`config.mk`:
```
export PLATFORM = sky130hd
export DESIGN_NAME = core_issue_ctrl_flat
export DESIGN_NICKNAME = d
export VERILOG_FILES = /design/src/rtl/core_pkg.sv /design/src/rtl/core_issue_ctrl_if.sv /design/src/rtl/core_scoreboard.sv /design/src/rtl/core_issue_ctrl.sv /design/src/flat_wrapper.sv
export SDC_FILE = /design/constraint.sdc
export NUM_CORES = 1
export LEC_CHECK = 0
export ABC_AREA = 1
export CORE_MARGIN = 2
export CORE_UTILIZATION = 54
export CTS_CLUSTER_SIZE = 16
export DETAILED_ROUTE_END_ITERATION = 12
export DONT_BUFFER_PORTS = 1
export GPL_ROUTABILITY_DRIVEN = 0
export GPL_TIMING_DRIVEN = 0
export PLACE_DENSITY = 0.69
export SLEW_MARGIN = 20
export SYNTH_ARGS = -nofsm -noshare
export SYNTH_HDL_FRONTEND = slang
export SYNTH_SLANG_ARGS = --single-unit
```
`constraint.sdc`:
```
create_clock -name clk -period 2.9 [get_ports clk]
set_input_delay 0.29 -clock clk [delete_from_list [all_inputs] [get_ports clk]]
set_output_delay 0.29 -clock clk [all_outputs]
set_load 0.01 [all_outputs]
```
`src/rtl/core_pkg.sv`:
```
// Shared types and constants for the issue controller slice.
package core_pkg;

  localparam int REG_W = 5;

  // Issue FSM: normal issue, waiting for branch resolution, flushing front end
  typedef enum logic [1:0] {
    RUN     = 2'd0,
    BR_WAIT = 2'd1,
    FLUSH   = 2'd2
  } state_t;

endpackage

```
`src/rtl/core_issue_ctrl_if.sv`:
```
// Decode/execute/writeback/branch signals seen by the issue controller.
interface core_issue_ctrl_if #(
  parameter int MAX_LD = 2
);
  import core_pkg::*;

  localparam int CNT_W = $clog2(MAX_LD + 1);

  logic             dec_valid;
  logic             dec_ready;
  logic [REG_W-1:0] rd_num;
  logic [REG_W-1:0] rs1_num;
  logic [REG_W-1:0] rs2_num;
  logic             use_rs1;
  logic             use_rs2;
  logic             wr_rd;
  logic             is_load;
  logic             is_branch;
  logic             iss_valid;
  logic             iss_ready;
  logic             ld_done;
  logic [REG_W-1:0] ld_rd;
  logic             br_valid;
  logic             br_taken;
  logic             flush;
  logic [31:0]      pending;
  logic [CNT_W-1:0] ld_cnt;

  // Surrounding pipeline (decoder, execute, writeback) side
  modport master (
    output dec_valid, rd_num, rs1_num, rs2_num, use_rs1, use_rs2, wr_rd,
           is_load, is_branch, iss_ready, ld_done, ld_rd, br_valid, br_taken,
    input  dec_ready, iss_valid, flush, pending, ld_cnt
  );

  // Issue controller side
  modport slave (
    input  dec_valid, rd_num, rs1_num, rs2_num, use_rs1, use_rs2, wr_rd,
           is_load, is_branch, iss_ready, ld_done, ld_rd, br_valid, br_taken,
    output dec_ready, iss_valid, flush, pending, ld_cnt
  );

endinterface

```
`src/rtl/core_scoreboard.sv`:
```
// Load scoreboard: one pending bit per register plus an in-flight load count,
// with a combinational hazard lookup against the registered state.
module core_scoreboard
  import core_pkg::*;
#(
  parameter int MAX_LD = 2,
  localparam int CNT_W = $clog2(MAX_LD + 1)
) (
  input  logic             clk,
  input  logic             rst_n,
  input  logic             set_en,
  input  logic [REG_W-1:0] set_idx,
  input  logic             clr_en,
  input  logic [REG_W-1:0] clr_idx,
  input  logic             inc,
  input  logic             dec,
  input  logic [REG_W-1:0] rs1_num,
  input  logic [REG_W-1:0] rs2_num,
  input  logic [REG_W-1:0] rd_num,
  input  logic             use_rs1,
  input  logic             use_rs2,
  input  logic             wr_rd,
  input  logic             is_load,
  output logic [31:0]      pending,
  output logic [CNT_W-1:0] ld_cnt,
  output logic             hazard
);

  logic [31:1]      pend_bits_reg;
  logic [CNT_W-1:0] ld_cnt_reg;
  logic [CNT_W-1:0] ld_cnt_next;
  logic             dec_eff;

  // A completion with nothing in flight is spurious and must not underflow
  assign dec_eff = dec & (ld_cnt_reg != '0);

  // x0 is never tracked, so bit 0 is hard-wired low
  assign pending = {pend_bits_reg, 1'b0};
  assign ld_cnt  = ld_cnt_reg;

  // Per-register pending bit; set and clear never target the same bit together
  generate
    for (genvar gi = 1; gi < 32; gi++) begin : g_pend
      always_ff @(posedge clk or negedge rst_n) begin
        if (!rst_n) begin
          pend_bits_reg[gi] <= 1'b0;
        end else if (set_en && set_idx == REG_W'(gi)) begin
          pend_bits_reg[gi] <= 1'b1;
        end else if (clr_en && dec_eff && clr_idx == REG_W'(gi)) begin
          pend_bits_reg[gi] <= 1'b0;
        end
      end
    end
  endgenerate

  // Next load count: simultaneous issue and completion cancel out
  always_comb begin
    ld_cnt_next = ld_cnt_reg;
    if (inc && !dec_eff) begin
      ld_cnt_next = ld_cnt_reg + 1'b1;
    end else if (dec_eff && !inc) begin
      ld_cnt_next = ld_cnt_reg - 1'b1;
    end
  end

  // Load count register
  always_ff @(posedge clk or negedge rst_n) begin
    if (!rst_n) begin
      ld_cnt_reg <= '0;
    end else begin
      ld_cnt_reg <= ld_cnt_next;
    end
  end

  // Hazard lookup uses registered state only (no bypass of this cycle's completion)
  always_comb begin
    hazard = (use_rs1 & pending[rs1_num]) |
             (use_rs2 & pending[rs2_num]) |
             (wr_rd   & pending[rd_num])  |
             (is_load & (ld_cnt_reg == CNT_W'(MAX_LD)));
  end

endmodule

```
`src/rtl/core_issue_ctrl.sv`:
```
// In-order issue controller: gates decode->execute on scoreboard hazards,
// holds issue across branch resolution and drives a fixed-length flush.
module core_issue_ctrl
  import core_pkg::*;
#(
  parameter int MAX_LD    = 2,
  parameter int FLUSH_CYC = 2
) (
  input  logic               clk,
  input  logic               rst_n,
  core_issue_ctrl_if.slave   bus
);

  localparam int CNT_W = $clog2(MAX_LD + 1);

  state_t           state_reg;
  logic             flush_reg;
  logic [3:0]       flush_cnt_reg;
  logic             hazard;
  logic             fire;
  logic             ld_fire;
  logic [CNT_W-1:0] ld_cnt_w;

  core_scoreboard #(
    .MAX_LD (MAX_LD)
  ) u_sb (
    .clk     (clk),
    .rst_n   (rst_n),
    .set_en  (ld_fire),
    .set_idx (bus.rd_num),
    .clr_en  (bus.ld_done),
    .clr_idx (bus.ld_rd),
    .inc     (ld_fire),
    .dec     (bus.ld_done),
    .rs1_num (bus.rs1_num),
    .rs2_num (bus.rs2_num),
    .rd_num  (bus.rd_num),
    .use_rs1 (bus.use_rs1),
    .use_rs2 (bus.use_rs2),
    .wr_rd   (bus.wr_rd),
    .is_load (bus.is_load),
    .pending (bus.pending),
    .ld_cnt  (ld_cnt_w),
    .hazard  (hazard)
  );

  assign bus.ld_cnt = ld_cnt_w;

  // Zero-latency issue handshake; in FLUSH the decoder contents are drained
  always_comb begin
    bus.iss_valid = bus.dec_valid & (state_reg == RUN) & ~hazard;
    fire          = bus.iss_valid & bus.iss_ready;
    ld_fire       = fire & bus.is_load;
    bus.dec_ready = 1'b0;
    if (state_reg == RUN) begin
      bus.dec_ready = fire;
    end else if (state_reg == FLUSH) begin
      bus.dec_ready = bus.dec_valid;
    end
  end

  assign bus.flush = flush_reg;

  // Issue FSM with registered flush output and flush length counter
  always_ff @(posedge clk or negedge rst_n) begin
    if (!rst_n) begin
      state_reg     <= RUN;
      flush_reg     <= 1'b0;
      flush_cnt_reg <= 4'd0;
    end else begin
      case (state_reg)
        RUN: begin
          if (fire && bus.is_branch) begin
            state_reg <= BR_WAIT;
          end
        end
        BR_WAIT: begin
          if (bus.br_valid) begin
            if (bus.br_taken) begin
              state_reg     <= FLUSH;
              flush_reg     <= 1'b1;
              flush_cnt_reg <= 4'(FLUSH_CYC);
            end else begin
              state_reg <= RUN;
            end
          end
        end
        FLUSH: begin
          if (flush_cnt_reg <= 4'd1) begin
            state_reg     <= RUN;
            flush_reg     <= 1'b0;
            flush_cnt_reg <= 4'd0;
          end else begin
            flush_cnt_reg <= flush_cnt_reg - 4'd1;
          end
        end
        default: begin
          state_reg     <= RUN;
          flush_reg     <= 1'b0;
          flush_cnt_reg <= 4'd0;
        end
      endcase
    end
  end

endmodule

```
`src/flat_wrapper.sv`:
```
// flat-port wrapper written by rule: the top's interface ports become plain ports
module core_issue_ctrl_flat import core_pkg::*;
#(
  parameter int MAX_LD    = 2,
  parameter int FLUSH_CYC = 2
)
  (clk, rst_n, bus_dec_valid, bus_rd_num, bus_rs1_num, bus_rs2_num, bus_use_rs1, bus_use_rs2, bus_wr_rd, bus_is_load, bus_is_branch, bus_iss_ready, bus_ld_done, bus_ld_rd, bus_br_valid, bus_br_taken, bus_dec_ready, bus_iss_valid, bus_flush, bus_pending, bus_ld_cnt);
  core_issue_ctrl_if #(.MAX_LD(MAX_LD)) bus_i ();
  input  logic clk;
  input  logic rst_n;
  input wire logic [$bits(bus_i.dec_valid)-1:0] bus_dec_valid;
  input wire logic [$bits(bus_i.rd_num)-1:0] bus_rd_num;
  input wire logic [$bits(bus_i.rs1_num)-1:0] bus_rs1_num;
  input wire logic [$bits(bus_i.rs2_num)-1:0] bus_rs2_num;
  input wire logic [$bits(bus_i.use_rs1)-1:0] bus_use_rs1;
  input wire logic [$bits(bus_i.use_rs2)-1:0] bus_use_rs2;
  input wire logic [$bits(bus_i.wr_rd)-1:0] bus_wr_rd;
  input wire logic [$bits(bus_i.is_load)-1:0] bus_is_load;
  input wire logic [$bits(bus_i.is_branch)-1:0] bus_is_branch;
  input wire logic [$bits(bus_i.iss_ready)-1:0] bus_iss_ready;
  input wire logic [$bits(bus_i.ld_done)-1:0] bus_ld_done;
  input wire logic [$bits(bus_i.ld_rd)-1:0] bus_ld_rd;
  input wire logic [$bits(bus_i.br_valid)-1:0] bus_br_valid;
  input wire logic [$bits(bus_i.br_taken)-1:0] bus_br_taken;
  output wire logic [$bits(bus_i.dec_ready)-1:0] bus_dec_ready;
  output wire logic [$bits(bus_i.iss_valid)-1:0] bus_iss_valid;
  output wire logic [$bits(bus_i.flush)-1:0] bus_flush;
  output wire logic [$bits(bus_i.pending)-1:0] bus_pending;
  output wire logic [$bits(bus_i.ld_cnt)-1:0] bus_ld_cnt;
  assign bus_i.dec_valid = bus_dec_valid;
  assign bus_i.rd_num = bus_rd_num;
  assign bus_i.rs1_num = bus_rs1_num;
  assign bus_i.rs2_num = bus_rs2_num;
  assign bus_i.use_rs1 = bus_use_rs1;
  assign bus_i.use_rs2 = bus_use_rs2;
  assign bus_i.wr_rd = bus_wr_rd;
  assign bus_i.is_load = bus_is_load;
  assign bus_i.is_branch = bus_is_branch;
  assign bus_i.iss_ready = bus_iss_ready;
  assign bus_i.ld_done = bus_ld_done;
  assign bus_i.ld_rd = bus_ld_rd;
  assign bus_i.br_valid = bus_br_valid;
  assign bus_i.br_taken = bus_br_taken;
  assign bus_dec_ready = bus_i.dec_ready;
  assign bus_iss_valid = bus_i.iss_valid;
  assign bus_flush = bus_i.flush;
  assign bus_pending = bus_i.pending;
  assign bus_ld_cnt = bus_i.ld_cnt;
  core_issue_ctrl #(.MAX_LD(MAX_LD), .FLUSH_CYC(FLUSH_CYC)) u_core (.clk(clk), .rst_n(rst_n), .bus(bus_i));
endmodule
```
# [Yosys cells after proc, flatten, opt, wreduce, memory -nomap -nowiden]
# Cells that the tools add are included.
[totals] output_inout_bits=37 inputBits=32 regBits=40 word_cells=315
[op_classes] eq_ne=69 n_addsub=3 mux=85 n_bitwise=14 n_reduce_logical=105 magnitude_cmp=4
[op_table] op="equality test 5 bit, second input constant" count=32
[op_table] op="equality test 5 x 4 -> 1 bit, second input constant" count=16
[op_table] op="2-to-1 mux 1 bit" count=70
[op_table] op="logical AND 1 bit" count=66
[op_table] op="nonzero test 2 bit" count=33
[op_table] op="equality test 5 x 3 -> 1 bit, second input constant" count=8
[op_table] op="equality test 5 x 2 -> 1 bit, second input constant" count=4
[op_table] op="less-than comparator 5 x 6 -> 1 bit, second input constant" count=3
[op_table] op="binary-select mux 1 bit (select 5 bit)" count=3
[op_table] op="2-to-1 mux 2 bit" count=6
[op_table] op="2-to-1 mux 4 bit" count=3
[op_table] op="one-hot mux 4 bit (3 select lines)" count=1
[op_table] op="equality test 5 x 1 -> 1 bit, second input constant" count=2
[op_table] op="AND 1 bit" count=9
[op_table] op="inequality test 2 bit, second input constant" count=4
[op_table] op="one-hot mux 2 bit (3 select lines)" count=1
[op_table] op="AND reduction 3 bit" count=2
[op_table] op="equality test 2 bit, second input constant" count=2
[op_table] op="<= comparator 4 x 1 -> 1 bit, second input constant" count=1
[op_table] op="AND reduction 4 bit" count=1
[op_table] op="subtractor 4 x 1 -> 4 bit, second input constant" count=1
[op_table] op="OR 1 bit" count=3
[op_table] op="one-hot mux 1 bit (3 select lines)" count=1
[op_table] op="adder 2 x 1 -> 2 bit, second input constant" count=1
[op_table] op="5 further kinds" count=7

# [Longest topological paths before layout]
# Gate-level depths: netlist of the first run.
[depth] depth_word=14 mapped_depth=19 depth_no_buf=18

# [By module]
# Synthesis of the first run repeated with hierarchy kept, for this count alone.
[unflattened] cells_unflattened=536 area_unflattened_um2=3211.8
[modules_own_cells] module="core_scoreboard" n_inst=1 seq_area_each_um2=825.8 area_per_inst_um2=2687.6 cells_per_inst=456
[modules_own_cells] module="core_issue_ctrl" n_inst=1 seq_area_each_um2=175.2 area_per_inst_um2=524.3 cells_per_inst=80

# [Worst setup path before layout of the first run]
# No wires, ideal clock.
[synth_path] kind="in2reg" startpoint="in bus_rd_num[1]" endpoint="reg u_core.u_sb.ld_cnt_reg[1], in the netlist u_core.u_sb.ld_cnt[1]" path_buffers=2 stages=19 setup_time_ns=0.131 t_required_ns=2.769 setup_slack_ns=0.674 arrival_time_ns=2.095 cell_sequence="buf_6 > nand2_2 > inv_2 > buf_6 > nand3_1 > nand2_1 > nor2_1 > nand2_1 > nor2_1 > nor2_1 > nand2_1 > nand3_2 > nor2_4 > nand2_1 > nor2_1 > ha_1 > a21oi_1 > o21ai_0 > xor2_1"
[synth_between] elab_chain_len=12 word_cells_on_any_way=14 classes_between="3 x mux; 7 x bitwise; 4 x reduce/logical"
[synth_lines] element="from (decl)" line="flat_wrapper.sv:12" rtl="input wire logic [$bits(bus_i.rd_num)-1:0] bus_rd_num;"
[synth_lines] element="binary-select mux 1 bit (select 5 bit) (*)" line="core_scoreboard.sv:79" rtl="(wr_rd & pending[rd_num]) |"
[synth_lines] element="2-to-1 mux 1 bit (not written as such) (*)" line="core_scoreboard.sv:79"
[synth_lines] element="AND 1 bit (*)" line="core_scoreboard.sv:79"
[synth_lines] element="OR 1 bit (*)" line="core_scoreboard.sv:78" rtl="(use_rs2 & pending[rs2_num]) |"
[synth_lines] element="OR 1 bit (*)" line="core_scoreboard.sv:79"
[synth_lines] element="NOT 1 bit (*)" line="core_issue_ctrl.sv:51" rtl="bus.iss_valid = bus.dec_valid & (state_reg == RUN) & ~hazard;"
[synth_lines] element="AND 1 bit (*)" line="core_issue_ctrl.sv:51"
[synth_lines] element="net bus_iss_valid" line="flat_wrapper.sv:26" rtl="output wire logic [$bits(bus_i.iss_valid)-1:0] bus_iss_valid;"
[synth_lines] element="AND 1 bit (*)" line="core_issue_ctrl.sv:52" rtl="fire = bus.iss_valid & bus.iss_ready;"
[synth_lines] element="AND 1 bit (*)" line="core_issue_ctrl.sv:53" rtl="ld_fire = fire & bus.is_load;"
[synth_lines] element="logical NOT 1 bit" line="core_scoreboard.sv:61" rtl="end else if (dec_eff && !inc) begin"
[synth_lines] element="logical AND 1 bit" line="core_scoreboard.sv:61"
[synth_lines] element="nonzero test 2 bit (no source line)"
[synth_lines] element="to (signal assigned)" line="core_scoreboard.sv:71" rtl="ld_cnt_reg <= ld_cnt_next;"
[synth_lines] element="to (decl)" line="core_scoreboard.sv:30" rtl="logic [CNT_W-1:0] ld_cnt_reg;"
# The timed path passes the listed nets; every way through them passes the cells marked *. The select of a mux whose other input is x is not followed.
# A chain may end at the register's enable or synchronous reset.

# [Worst setup path in the final report of the first run]
[layout_path] startpoint="reg u_core.u_sb.pend_bits_reg, in the netlist u_core.u_sb.pending[12]" endpoint="reg u_core.u_sb.ld_cnt_reg[1], in the netlist u_core.u_sb.ld_cnt[1]"
[layout_between] elab_chain_len=13 word_cells_on_any_way=21 classes_between="7 x mux; 10 x bitwise; 4 x reduce/logical"
[layout_lines] element="from (decl)" line="core_scoreboard.sv:29" rtl="logic [31:1] pend_bits_reg;"
[layout_lines] element="from (signal, indexed assignment)" line="core_scoreboard.sv:46" rtl="pend_bits_reg[gi] <= 1'b0;"
[layout_lines] element="from (signal, indexed assignment)" line="core_scoreboard.sv:48" rtl="pend_bits_reg[gi] <= 1'b1;"
[layout_lines] element="from (signal, indexed assignment)" line="core_scoreboard.sv:50" rtl="pend_bits_reg[gi] <= 1'b0;"
[layout_lines] element="binary-select mux 1 bit (select 5 bit), on equally long branches" line="core_scoreboard.sv:77, core_scoreboard.sv:78"
[layout_lines] element="2-to-1 mux 1 bit, on equally long branches" line="core_scoreboard.sv:77, core_scoreboard.sv:78"
[layout_lines] element="AND 1 bit, on equally long branches" line="core_scoreboard.sv:77, core_scoreboard.sv:78"
[layout_lines] element="OR 1 bit" line="core_scoreboard.sv:77" rtl="hazard = (use_rs1 & pending[rs1_num]) |"
[layout_lines] element="OR 1 bit (*)" line="core_scoreboard.sv:78"
[layout_lines] element="OR 1 bit (*)" line="core_scoreboard.sv:79"
[layout_lines] element="NOT 1 bit (*)" line="core_issue_ctrl.sv:51"
[layout_lines] element="AND 1 bit (*)" line="core_issue_ctrl.sv:51"
[layout_lines] element="net bus_iss_valid" line="flat_wrapper.sv:26"
[layout_lines] element="AND 1 bit (*)" line="core_issue_ctrl.sv:52"
[layout_lines] element="AND 1 bit (*)" line="core_issue_ctrl.sv:53"
[layout_lines] element="logical NOT 1 bit" line="core_scoreboard.sv:61"
[layout_lines] element="logical AND 1 bit" line="core_scoreboard.sv:61"
[layout_lines] element="nonzero test 2 bit (no source line)"
# Marks and branches as above.

==> metrics.md, run 1 <==
| Metric | Value |
|---|---|
| Final period utilization | `89.3%` |
| N_diodes | `0` |
| CP Capture Type | `flip-flop` |
| Hpwl dp | `7.67 mm` |
| Initial antenna violation count | `0` |
| Clock share of power | `18.5%` |
| Worst vdd ir | `between 300 and 400 µV` |
| Kind of critical path | `flip-flop to flip-flop` |
| Net Sw Frac | `between 40 and 50%` |
| CP startpoint | `u_core.u_sb.pending[12]$_DFFE_PN0P_` |
| Total GRT Usage | `approximately a third` |
| Die Footprint | `roughly 6700 µm²` |
| Detailed Routing Iterations Pass 1 | `5` |
| Slowest-stage cell, CP | `dfrtp_1` |
| Area growth, synth to finish | `6.19%` |
| Adder-cell share of the synthesized area | `under 10%` |
| Nets@finish | `~560` |
| Max reg flops | `31` |
| Post-Route Setup TNS | `0 ns` |
| Slew @ Worst Pin | `~0.74 ns` |
| Routed len/inst | `approximately 17 µm` |
| Largest net degree at the start of global routing | `41` |
| CP peak stage delay | `0.48 ns` |
| NetSw | `approximately 830 µW` |
| Worst-path cell chain | `nor2_1, nor2_1, o21ai_0, nand3_1, nand3_1, nand3_1, nand3_1, nand3_2, nor2_4, nand2_1, nor2_1, ha_1, a21oi_1, o21ai_0, xor2_1` |
| Syn_nets | `553` |
| Hold/Removal Path Class | `primary input to flip-flop` |
| Delay-heaviest family, CP | `simple AND/OR/NAND/NOR gates` |
| Commonest cells after routing, fill and taps aside | `nand2_1 (164), nand3_1 (77), inv_1 (56)` |
| CTS tree | `yes` |
| Stages on the worst setup path | `15` |
| Kind of start point of the critical path | `flip-flop` |
| DR top layer | `met4` |
| First-pass GRT wire length | `15.8 mm` |
| Routed Antenna Nets | `0` |
| Final Non-Filler Cells | `599` |
| Chip height | `~82 µm` |
| Vias in the first global route | `around 3100` |
| Critical path endpoint | `u_core.u_sb.ld_cnt[1]$_DFFE_PN0P_` |
| Commonest non-fill, non-tap cell in the layout | `nand2_1` |
| Placed cell area | `roughly 3300 µm²` |
| Finished Cell Area | `around 3500 µm²` |
| Syn_area_per_cell | `6.32 µm²` |
| Largest family of logic cells by synthesized area | `simple AND/OR/NAND/NOR gates` |
| Num Clock Sinks | `40` |
| Post-Syn Area | `~3300 µm²` |
| CP required | `a little over 3 ns` |
| F_max | `386 MHz` |
| Arrival @ worst endpoint | `2.76 ns` |
| Crit path buf inv count | `0` |
| Status | `finished, final reports clean` |
| PortBufs | `0` |
| Worst r2r dst | `u_core.u_sb.ld_cnt[1]$_DFFE_PN0P_` |
| Initial Util | `between 50% and 60%` |
| Most used cell, CP | `nand3_1` |
| Mux contribution to synthesized area | `0%` |
| PwrDens | `about 550 nW/µm²` |
| RSZ-0062 raised after global routing | `false` |
| Layout cells sized above 1 | `about a tenth` |
| Max Cap Violations | `0` |
| Final setup vio count | `0` |
| FILL cells | `between 600 and 700` |
| Hold path cells | `2` |
| Final hold vios | `0` |
| Worst r2r path cells | `15` |
| Clock skew | `approximately 0.0078 ns` |
| H-tree depth | `2` |
| Comb power frac | `36.2%` |
| Hold slack | `0.145 ns` |
| Worst R2R Start | `u_core.u_sb.pending[12]$_DFFE_PN0P_` |
| Seq cells post-synth | `40` |
| M1 WL | `~4.3 mm` |
| Total Wirelength | `approximately 10 mm` |
| CTS Buffer Depth | `2` |
| GR Overflow Total | `0` |
| Metal3 WL | `~1.1 mm` |
| Number of buffers created by CTS | `5` |
| Cell count after placement | `590` |
| Sequential Power Share | `between 40% and 50%` |
| DRC | `0` |
| Vias | `3479` |
| Seq/Total Area, Yosys | `a little under a third` |
| Fin crit period | `between 2 and 3 ns` |
| Library cells used by synthesis | `31` |
| Flop2flop setup slack | `around 0.31 ns` |
| Row count | `28` |
| Post-Synth XOR/XNOR Area | `less than 1%` |
| Core Footprint | `5890 µm²` |
| Root buffer cell | `clkbuf_8` |
| Synth Area in Compound Gates | `roughly 16%` |
| Post-DR vias/cell | `5.81` |
| P_int | `about 1100 µW` |
| Final Max Slew Viols | `0` |
| Syn. warnings | `0` |
| LEAKAGE | `0.00165 µW` |
| Die width | `around 82 µm` |
| Cts repair resizes | `0` |
| I/O Pins | `around 70` |
| Max_slew headroom | `roughly 50%` |
| Syn Inst Count | `515` |
| Clk_lat worst skew | `approximately 0.29 ns` |
| Routed wl met2 | `about 4.6 mm` |
| Post-Synth Simple-Gate Area | `between 30% and 40%` |
| Iter 0 DRT Violations | `between 300 and 400` |
| Clock Pin Slew Worst Setup and Hold Paths | `approximately 0.08 ns` |
| Largest fanout on the critical path | `6` |
power by group through the flow:
stage	sequential, µW	clock (µW)	combinational [µW]
global route	877	380	779
CTS	860	359	683
finish	865	352	690
global placement	867	0	642
floorplan	809	0	524
detailed placement	872	0	663
layer usage:
| layer | global-route usage [%] | vias to the layer above |
|---|---|---|
| li1 | - | 1683 |
| met1 | 44.9 | 1595 |
| met2 | 50.2 | 180 |
| met3 | 5.82 | 21 |
| met4 | 7.17 | 0 |
| met5 | 0 | - |
worst register-to-register path: cells and delay by family (launching register included):
| kind | cells | cell delay (ns) |
|---|---|---|
| AO/OA/AOI/OAI | 3 | 0.37 |
| XOR/XNOR | 1 | 0.16 |
| adder cells (fa/ha/maj) | 1 | 0.27 |
| flip-flops | 1 | 0.48 |
| AND/OR/NAND/NOR | 10 | 1.20 |
final cells by class:
class / instances / area [µm²] / area share [%]
Multi-Input combinational cell: 392 / 1880 / 54.4
Sequential cell: 40 / 1000 / 29.0
Inverter: 63 / 239 / 6.91
Buffer: 20 / 136 / 3.94
Tap cell: 75 / 93.8 / 2.71
Clock buffer: 6 / 72.6 / 2.10
Timing Repair Buffer: 2 / 30.0 / 0.869
Clock inverter: 1 / 5.00 / 0.145
cell families after synthesis:
family | after synthesis
flops | 40
fa+ha+maj | 6
other cells | 1
xor+xnor | 2
simple gates | 296
compound gates | 87
buf+inv | 83
how the worst min path moves through the flow:
stage	start	end	slack, ns
floorplan	rst_n	u_core.bus.flush$_DFFE_PN0P_	-0.006
global placement	rst_n	u_core.u_sb.pending[7]$_DFFE_PN0P_	-0.005
detailed placement	rst_n	u_core.u_sb.pending[7]$_DFFE_PN0P_	-0.005
CTS	bus_is_load	u_core.u_sb.pending[2]$_DFFE_PN0P_	0.15
global route	bus_is_load	u_core.u_sb.pending[2]$_DFFE_PN0P_	0.17
finish	bus_is_load	u_core.u_sb.pending[2]$_DFFE_PN0P_	0.15
synth_stat cells:
cell,number,share of area [%]
o211ai_1,1,0.23
clkinv_1,3,0.35
o21ai_1,4,0.61
o311ai_0,1,0.27
dfrtp_1,40,31
a21oi_1,10,1.5
and3_1,1,0.19
nand2_1,164,19
inv_2,3,0.35
buf_2,7,1.1
o21ai_2,20,5.4
nand4_1,6,1.2
o21ai_0,51,7.8
nand2_2,1,0.19
xnor2_1,1,0.27
nor2_1,38,4.4
inv_1,56,6.5
inv_4,1,0.19
clkbuf_1,5,0.58
nand3_4,1,0.54
buf_6,6,2.1
nor3_1,3,0.46
buf_4,2,0.46
nand3_2,1,0.31
nor2_4,1,0.35
nand3_1,77,12
nor4_1,1,0.19
ha_1,6,2.3
nor2_2,2,0.38
conb_1,1,0.12
xor2_1,1,0.27
per-stage QoR:
stage          setup slack (ns)  power (µW)  util, %
2_1_floorplan             0.674        1330        -
3_3_place_gp              0.316        1510     56.9
3_5_place_dp              0.192        1540     56.9
4_1_cts                   0.364        1900     58.7
5_1_grt                   0.117        2040     58.7
6_report                  0.310        1910     58.7
what timing repair did:
item                      CTS  global route
hold buffers                2             0
hold endpoints to repair   40             0
buffers inserted            0             0
No activity file was read; power rests on OpenSTA's default activity.
==> run 2: changes to the inputs <==
--- a/config.mk
+++ b/config.mk
@@ -6,6 +6,7 @@
 export NUM_CORES = 1
 export LEC_CHECK = 0
 export ABC_AREA = 1
+export CORE_ASPECT_RATIO = 0.9
 export CORE_MARGIN = 2
 export CORE_UTILIZATION = 54
 export CTS_CLUSTER_SIZE = 16
@@ -13,7 +14,8 @@
 export DONT_BUFFER_PORTS = 1
 export GPL_ROUTABILITY_DRIVEN = 0
 export GPL_TIMING_DRIVEN = 0
-export PLACE_DENSITY = 0.69
+export PLACE_DENSITY = 0.72
+export REMOVE_ABC_BUFFERS = 1
 export SLEW_MARGIN = 20
 export SYNTH_ARGS = -nofsm -noshare
 export SYNTH_HDL_FRONTEND = slang
==> constraint.sdc (replaced) <==
create_clock -name clk -period 2.1 [get_ports clk]
set_input_delay 0.21 -clock clk [delete_from_list [all_inputs] [get_ports clk]]
set_output_delay 0.21 -clock clk [all_outputs]
set_load 0.01 [all_outputs]
==> metrics.md, run 2 (same netlist as run 1, synthesis figures left out) <==
| Metric | Value |
|---|---|
| Status | `finished with violations` |
| Failing checks | `DRC, setup timing` |
| Routed len/inst | `16.5 µm (-2.1%)` |
| Max Cap Violations | `0 (unchanged)` |
| Final hold vios | `0 (unchanged)` |
| Area growth, synth to finish | `5.19%` |
| Cell count after placement | `565 (-4.2%)` |
| Core Footprint | `5760 µm² (-2.2%)` |
| RSZ-0062 raised after global routing | `true` |
| Comb power frac | `34.8% (-1.4 points)` |
| F_max | `416 MHz (+7.6%)` |
| PortBufs | `0 (unchanged)` |
| Final Non-Filler Cells | `577 (-3.7%)` |
| First-pass GRT wire length | `15.4 mm (-2.4%)` |
| Commonest non-fill, non-tap cell in the layout | `nand2_1` |
| Initial Util | `56.5% (+1.2 points)` |
| Die Footprint | `6670 µm² (about the same)` |
| Vias | `3388 (-2.6%)` |
| CTS Buffer Depth | `2 (unchanged)` |
| Die width | `85.8 µm (+5.1%)` |
| LEAKAGE | `0.00157 µW (-5.1%)` |
| Row count | `26 (-7.1%)` |
| Largest fanout on the critical path | `6 (unchanged)` |
| Kind of critical path | `flip-flop to flip-flop` |
| Util after Layout | `59.5% (+0.74 points)` |
| N_diodes | `0 (unchanged)` |
| Flop2flop setup slack | `-0.31 ns (-0.62 ns)` |
| Detailed Routing Iterations Pass 1 | `10 (+5)` |
| Commonest cells after routing, fill and taps aside | `nand2_1 (160), nand3_1 (75), inv_1 (54)` |
| Layout cells sized above 1 | `13.8% (+3.9 points)` |
| Chip height | `77.7 µm (-4.9%)` |
| Vias in the first global route | `3054 (-2.0%)` |
| Clock Pin Slew Worst Setup and Hold Paths | `0.08 ns (about the same)` |
| CP required | `2.28 ns (-0.79 ns)` |
| Max reg flops | `31 (unchanged)` |
| Clk_lat worst skew | `0.30 ns (about the same)` |
| Worst r2r path cells | `15 (unchanged)` |
| I/O Pins | `69 (unchanged)` |
| P_int | `1540 µW (+44%)` |
| Final setup vio count | `31 (+31)` |
| Hold path cells | `2 (unchanged)` |
| Iter 0 DRT Violations | `298 (-4.5%)` |
| Clock skew | `0.00701 ns (-0.000782 ns)` |
| Hold Crit Endpoint | `u_core.u_sb.pending[2]$_DFFE_PN0P_` |
| Arrival @ worst endpoint | `2.58 ns (-0.18 ns)` |
| Kind of start point of the critical path | `flip-flop` |
| Hpwl dp | `7.11 mm (-7.2%)` |
| GR Overflow Total | `0 (unchanged)` |
| CP Capture Type | `flip-flop` |
| DRC | `5 (+5)` |
| HP Start | `bus_is_load` |
| Worst R2R Start | `u_core.u_sb.pending[12]$_DFFE_PN0P_` |
| Max_slew headroom | `51.1% (+0.75 points)` |
| PwrDens | `779 nW/µm² (+41%)` |
| Worst vdd ir | `471 µV (+36%)` |
| Net Sw Frac | `42.2% (-1.6 points)` |
| Slew @ Worst Pin | `0.730 ns (-0.0112 ns)` |
| Final Max Slew Viols | `0 (unchanged)` |
| Post-DR vias/cell | `5.87 (+1.1%)` |
| Hold/Removal Path Class | `primary input to flip-flop` |
| H-tree depth | `2 (unchanged)` |
| Final worst setup slack | `-0.306 ns (-0.616 ns)` |
| Clock share of power | `19.8% (+1.3 points)` |
| Final period utilization | `115% (+25 points)` |
| CTS tree | `yes` |
| Largest net degree at the start of global routing | `41 (unchanged)` |
| Sequential Power Share | `45.4% (about the same)` |
| Place WS | `-0.453 ns (-0.645 ns)` |
| Total GRT Usage | `29.4% (-2.2 points)` |
| Initial antenna violation count | `0 (unchanged)` |
| Routed Antenna Nets | `0 (unchanged)` |
| Total Wirelength | `9.55 mm (-5.7%)` |
| Fin crit period | `2.41 ns (-0.184 ns)` |
| Nets@finish | `544 (-3.2%)` |
| Num Clock Sinks | `40 (unchanged)` |
| NetSw | `1130 µW (+35%)` |
| Root buffer cell | `clkbuf_8` |
| Number of buffers created by CTS | `5 (unchanged)` |
| Worst r2r dst | `u_core.u_sb.ld_cnt[1]$_DFFE_PN0P_` |
-- run 2: power groups by stage --
stage / sequential, µW / clock [µW] / combinational [µW]
floorplan: 1120 / 0 / 677
global placement: 1200 / 0 / 813
detailed placement: 1210 / 0 / 839
CTS: 1200 / 542 / 899
global route: 1230 / 560 / 1070
finish: 1210 / 529 / 929
-- run 2: metal layers --
layer / vias up / global-route usage (%) / share of wire, %
met3: 15 / 5.85 / 12
met2: 176 / 44.2 / 44
met5: - / 0 / 0
met1: 1551 / 43.4 / 43
li1: 1646 / - / -
met4: 0 / 6.98 / 1.7
-- run 2: layout make-up --
class,count,area (µm²)
Fill cell,576,2330
Multi-Input combinational cell,392,1940
Sequential cell,40,1020
Inverter,63,239
Clock buffer,8,90.1
Tap cell,70,87.6
Timing Repair Buffer,4,45.0
-- run 2: worst max-delay path by stage --
| stage | start | depth (start not counted) | end | slack [ns] |
|---|---|---|---|---|
| finish | u_core.u_sb.pending[12]$_DFFE_PN0P_ | 15 | u_core.u_sb.ld_cnt[1]$_DFFE_PN0P_ | -0.31 |
| global route | u_core.u_sb.pending[29]$_DFFE_PN0P_ | 17 | u_core.u_sb.ld_cnt[1]$_DFFE_PN0P_ | -0.41 |
| CTS | u_core.u_sb.pending[15]$_DFFE_PN0P_ | 17 | u_core.u_sb.ld_cnt[1]$_DFFE_PN0P_ | -0.29 |
| detailed placement | bus_rd_num[4] | 12 | u_core.u_sb.ld_cnt[1]$_DFFE_PN0P_ | -0.45 |
| global placement | bus_rd_num[4] | 12 | u_core.u_sb.ld_cnt[1]$_DFFE_PN0P_ | -0.40 |
| floorplan | u_core.u_sb.pending[20]$_DFFE_PN0P_ | 17 | u_core.u_sb.ld_cnt[1]$_DFFE_PN0P_ | -0.008 |
-- run 2: worst max-delay path, stage by stage (launching register included) --
cell and delay [ns]:
dfrtp_2 0.47, nor2_1 0.13, nor2_1 0.04, o21ai_0 0.06, nand3_1 0.14, nand3_1 0.11
nand3_1 0.08, nand3_2 0.10, nand3_2 0.10, nor2_4 0.24, nand2_2 0.12, nor2_4 0.15
ha_4 0.21, a21oi_2 0.10, o21ai_1 0.08, xor2_1 0.14
-- run 2: through the flow --
| stage | total power [µW] | hold WS, ns | TNS, ns | instance area, µm² |
|---|---|---|---|---|
| after floorplan | 1790 | -0.0856 | -0.00767 | 3120 |
| after global placement | 2010 | -0.0849 | -3.10 | 3210 |
| after detailed placement | 2040 | -0.0849 | -3.60 | 3210 |
| after CTS | 2640 | 0.0661 | -3.91 | 3380 |
| after global routing | 2860 | 0.0823 | -8.24 | 3420 |
| final | 2670 | 0.0677 | -4.22 | 3420 |
-- run 2: repair_timing --
item	in CTS	in global routing
pin swaps	7	12
gates resized for setup	18	19
endpoints found under the hold margin	40	0
hold buffers	2	0
setup buffers	1	1
endpoints found under the setup margin	31	33
==> run 3: changes to the inputs <==
--- a/config.mk
+++ b/config.mk
@@ -5,7 +5,6 @@
 export SDC_FILE = /design/constraint.sdc
 export NUM_CORES = 1
 export LEC_CHECK = 0
-export ABC_AREA = 1
 export CORE_ASPECT_RATIO = 0.9
 export CORE_MARGIN = 2
 export CORE_UTILIZATION = 54
@@ -16,7 +15,6 @@
 export GPL_TIMING_DRIVEN = 0
 export PLACE_DENSITY = 0.72
 export REMOVE_ABC_BUFFERS = 1
-export SLEW_MARGIN = 20
 export SYNTH_ARGS = -nofsm -noshare
 export SYNTH_HDL_FRONTEND = slang
 export SYNTH_SLANG_ARGS = --single-unit
==> metrics.md, run 3 <==
| Metric | Value |
|---|---|
| Commonest cells after routing, fill and taps aside | `o21ai_0 (35), mux2i_1 (32), dfrtp_1 (31)` |
| LEAKAGE | `0.00143 µW (-8.9%)` |
| Max_slew headroom | `50.2% (-0.97 points)` |
| Largest fanout on the critical path | `5 (-1)` |
| Synth top area cells | `dfrtp_1 (33%), mux2i_1 (11%), o31ai_1 (7.9%), mux4_2 (5.9%), o21ai_0 (5.8%)` |
| CP Capture Type | `output port` |
| Flop2flop setup slack | `-0.50 ns (-0.19 ns)` |
| Syn. warnings | `0 (unchanged)` |
| Library cells used by synthesis | `54 (+74%)` |
| Finished Cell Area | `3530 µm² (+3.0%)` |
| Vias | `2700 (-20%)` |
| Hold path cells | `2 (unchanged)` |
| Hpwl dp | `6.20 mm (-13%)` |
| Worst-path cell chain | `mux2i_1, mux4_2, o32ai_1, a222oi_1, buf_4, nand3_4, buf_6, inv_4` |
| Syn Inst Count | `312 (-39%)` |
| Hold Crit Endpoint | `u_core.bus.flush$_DFFE_PN0P_` |
| Die width | `83.2 µm (-3.1%)` |
| Final setup vio count | `37 (+19%)` |
| Total GRT Usage | `29.8% (+0.38 points)` |
| H-tree depth | `2 (unchanged)` |
| PortBufs | `0 (unchanged)` |
| Arrival @ worst endpoint | `2.40 ns (-0.18 ns)` |
| Worst r2r dst | `u_core.u_sb.ld_cnt[1]$_DFFE_PN0P_` |
| Worst vdd ir | `615 µV (+30%)` |
| Clk_lat worst skew | `0.31 ns (about the same)` |
| Share of Yosys cell area claimed by the top area cell type | `32.9% (+2.1 points)` |
| Iter 0 DRT Violations | `258 (-13%)` |
| Largest net degree at the start of global routing | `41 (unchanged)` |
| Final Max Slew Viols | `0 (unchanged)` |
| Cell count after placement | `361 (-36%)` |
| RSZ-0062 raised after global routing | `true` |
| Seq cells post-synth | `40 (unchanged)` |
| Max Cap Violations | `0 (unchanged)` |
| Worst r2r path cells | `11 (-4)` |
| Initial antenna violation count | `0 (unchanged)` |
| Status | `finished with violations` |
| CP required | `1.89 ns (-0.39 ns)` |
| Slowest-stage cell, CP | `dfrtp_1` |
| Kind of start point of the critical path | `flip-flop` |
| DRC | `0 (-5)` |
| Seq/Total Area, Yosys | `32.9% (+2.1 points)` |
| CTS tree | `yes` |
| Routed len/inst | `24.7 µm (+49%)` |
| HP Start | `bus_br_taken` |
| Slew @ Worst Pin | `0.743 ns (+0.0123 ns)` |
| Syn_area_per_cell | `9.76 µm² (+54%)` |
| CTS Buffer Depth | `2 (unchanged)` |
| Delay-heaviest family, CP | `multiplexers` |
| Final hold vios | `0 (unchanged)` |
| Chip height | `75.2 µm (-3.1%)` |
| N_diodes | `0 (unchanged)` |
| Core Footprint | `5350 µm² (-7.1%)` |
| CP peak stage delay | `0.49 ns (+0.02 ns)` |
| Failing checks | `setup timing` |
| Final worst setup slack | `-0.507 ns (-0.200 ns)` |
| Nets@finish | `350 (-36%)` |
| PwrDens | `911 nW/µm² (+17%)` |
| Num Clock Sinks | `40 (unchanged)` |
| Vias in the first global route | `2599 (-15%)` |
| Async SR Flop Fraction | `100% (unchanged)` |
| Routed Antenna Nets | `0 (unchanged)` |
| I/O Pins | `69 (unchanged)` |
| Die Footprint | `6260 µm² (-6.1%)` |
| F_max | `384 MHz (-7.7%)` |
| Worst R2R Start | `u_core.u_sb.pending[26]$_DFFE_PN0P_` |
| Post-DR vias/cell | `7.11 (+21%)` |
| Detailed Routing Iterations Pass 1 | `5 (-5)` |
| Post-synth top cells | `dfrtp_1 (40), o21ai_0 (35), mux2i_1 (32), o31ai_1 (32), nand2_1 (19)` |
| GR Overflow Total | `0 (unchanged)` |
| FILL cells | `393 (-32%)` |
| Crit path buf inv count | `3 (+3)` |
| Fin crit period | `2.61 ns (+0.200 ns)` |
| First-pass GRT wire length | `14.4 mm (-6.9%)` |
| Top cell type by total area after synthesis | `dfrtp_1` |
| Root buffer cell | `clkbuf_8` |
| Post-Syn Area | `3050 µm² (-6.5%)` |
| Util after Layout | `66.0% (+6.5 points)` |
| Final Non-Filler Cells | `380 (-34%)` |
| EDFF count, synth | `0 (unchanged)` |
| Max reg flops | `31 (unchanged)` |
| Total Wirelength | `9.38 mm (-1.8%)` |
| Kind of critical path | `flip-flop to output port` |
| Row count | `25 (-3.8%)` |
| Layout cells sized above 1 | `30.4% (+17 points)` |
| Hold/Removal Path Class | `primary input to flip-flop` |
| Commonest non-fill, non-tap cell in the layout | `o21ai_0` |
| Initial Util | `56.9% (+0.40 points)` |
| Number of buffers created by CTS | `5 (unchanged)` |
| Clock skew | `0.0138 ns (+0.00684 ns)` |
| Area growth, synth to finish | `15.9%` |
| Final period utilization | `124% (+9.5 points)` |
| Predominant post-synthesis flop cell | `dfrtp_1` |
| Top-count cell post-synth | `dfrtp_1` |
| Placed cell area | `2960 µm² (-7.7%)` |
| Clock Pin Slew Worst Setup and Hold Paths | `0.09 ns (about the same)` |
==> run 3: kinds of logic after synthesis <==
kind of cell,share of synthesized area (%)
flip-flops,32.9
multiplexers,17.5
XOR/XNOR,1.15
AO/OA/AOI/OAI,21.9
other,0.123
adder cells (fa/ha/maj),2.47
buffers and inverters,6.90
AND/OR/NAND/NOR,17.1
==> run 3: report_power, final <==
group          internal, µW  total [µW]  switching [µW]
Combinational           545        1210             664
Sequential              952        1310             357
Clock                   389         695             306
Total                  1890        3210            1330
==> run 3: worst reg2reg max path, cell delays in order, from the launching register on <==
cell,delay [ns]
dfrtp_1,0.49
mux2i_1,0.28
mux4_2,0.30
o32ai_1,0.09
a222oi_1,0.38
buf_4,0.21
nand3_4,0.10
nor2_4,0.14
ha_4,0.14
xor2_2,0.16
nor2_2,0.05
xor2_1,0.14
==> run 3: layout make-up <==
class | instances | area, µm² | share of cell area [%]
flip-flops and latches | 40 | 1010 | 28.7
repair buffers | 10 | 110 | 3.12
inverters | 11 | 43.8 | 1.24
clock buffers | 6 | 82.6 | 2.34
clock inverters | 2 | 38.8 | 1.10
multi-input cells | 244 | 2160 | 61.1
well taps | 67 | 83.8 | 2.38
==> run 3: worst max-delay path by stage <==
| stage | slack [ns] | end | start | cells past startpoint |
|---|---|---|---|---|
| after floorplan | -0.64 | u_core.u_sb.ld_cnt[1]$_DFFE_PN0P_ | u_core.u_sb.pending[13]$_DFFE_PN0P_ | 10 |
| after global routing | -0.59 | u_core.u_sb.ld_cnt[1]$_DFFE_PN0P_ | u_core.u_sb.pending[26]$_DFFE_PN0P_ | 11 |
| after global placement | -1.20 | u_core.u_sb.ld_cnt[1]$_DFFE_PN0P_ | u_core.u_sb.pending[13]$_DFFE_PN0P_ | 10 |
| final | -0.51 | bus_iss_valid | u_core.u_sb.pending[26]$_DFFE_PN0P_ | 8 |
| after CTS | -0.42 | u_core.u_sb.ld_cnt[1]$_DFFE_PN0P_ | u_core.u_sb.pending[13]$_DFFE_PN0P_ | 11 |
| after detailed placement | -1.28 | u_core.u_sb.ld_cnt[1]$_DFFE_PN0P_ | u_core.u_sb.pending[13]$_DFFE_PN0P_ | 10 |
==> run 3: timing repair <==
item	CTS	global route
setup endpoints to repair	37	40
resized for setup	48	18
endpoints found under the hold margin	40	0
hold buffers	2	0
cloned	1	0
pin swaps	11	7
setup buffers	8	0
==> run 3: routing by layer <==
| metal | wire length (µm) | track usage [%] | up-vias |
|---|---|---|---|
| met2 | 4350 | 43.5 | 162 |
| li1 | - | - | 1191 |
| met3 | 939 | 9.87 | 13 |
| met5 | 0 | 0 | - |
| met1 | 3960 | 42.6 | 1334 |
| met4 | 126 | 8.38 | 0 |
==> run 3: metrics by stage <==
step | hold WS [ns] | total power (µW) | setup WS [ns] | setup TNS, ns
after global placement | -0.0845 | 2090 | -1.20 | -27.82
after detailed placement | -0.0842 | 2120 | -1.28 | -28.98
after floorplan | -0.0856 | 1870 | -0.643 | -8.88
final | 0.0786 | 3210 | -0.507 | -15.55
after CTS | 0.0615 | 3090 | -0.421 | -13.46
after global routing | 0.0829 | 3370 | -0.586 | -18.60
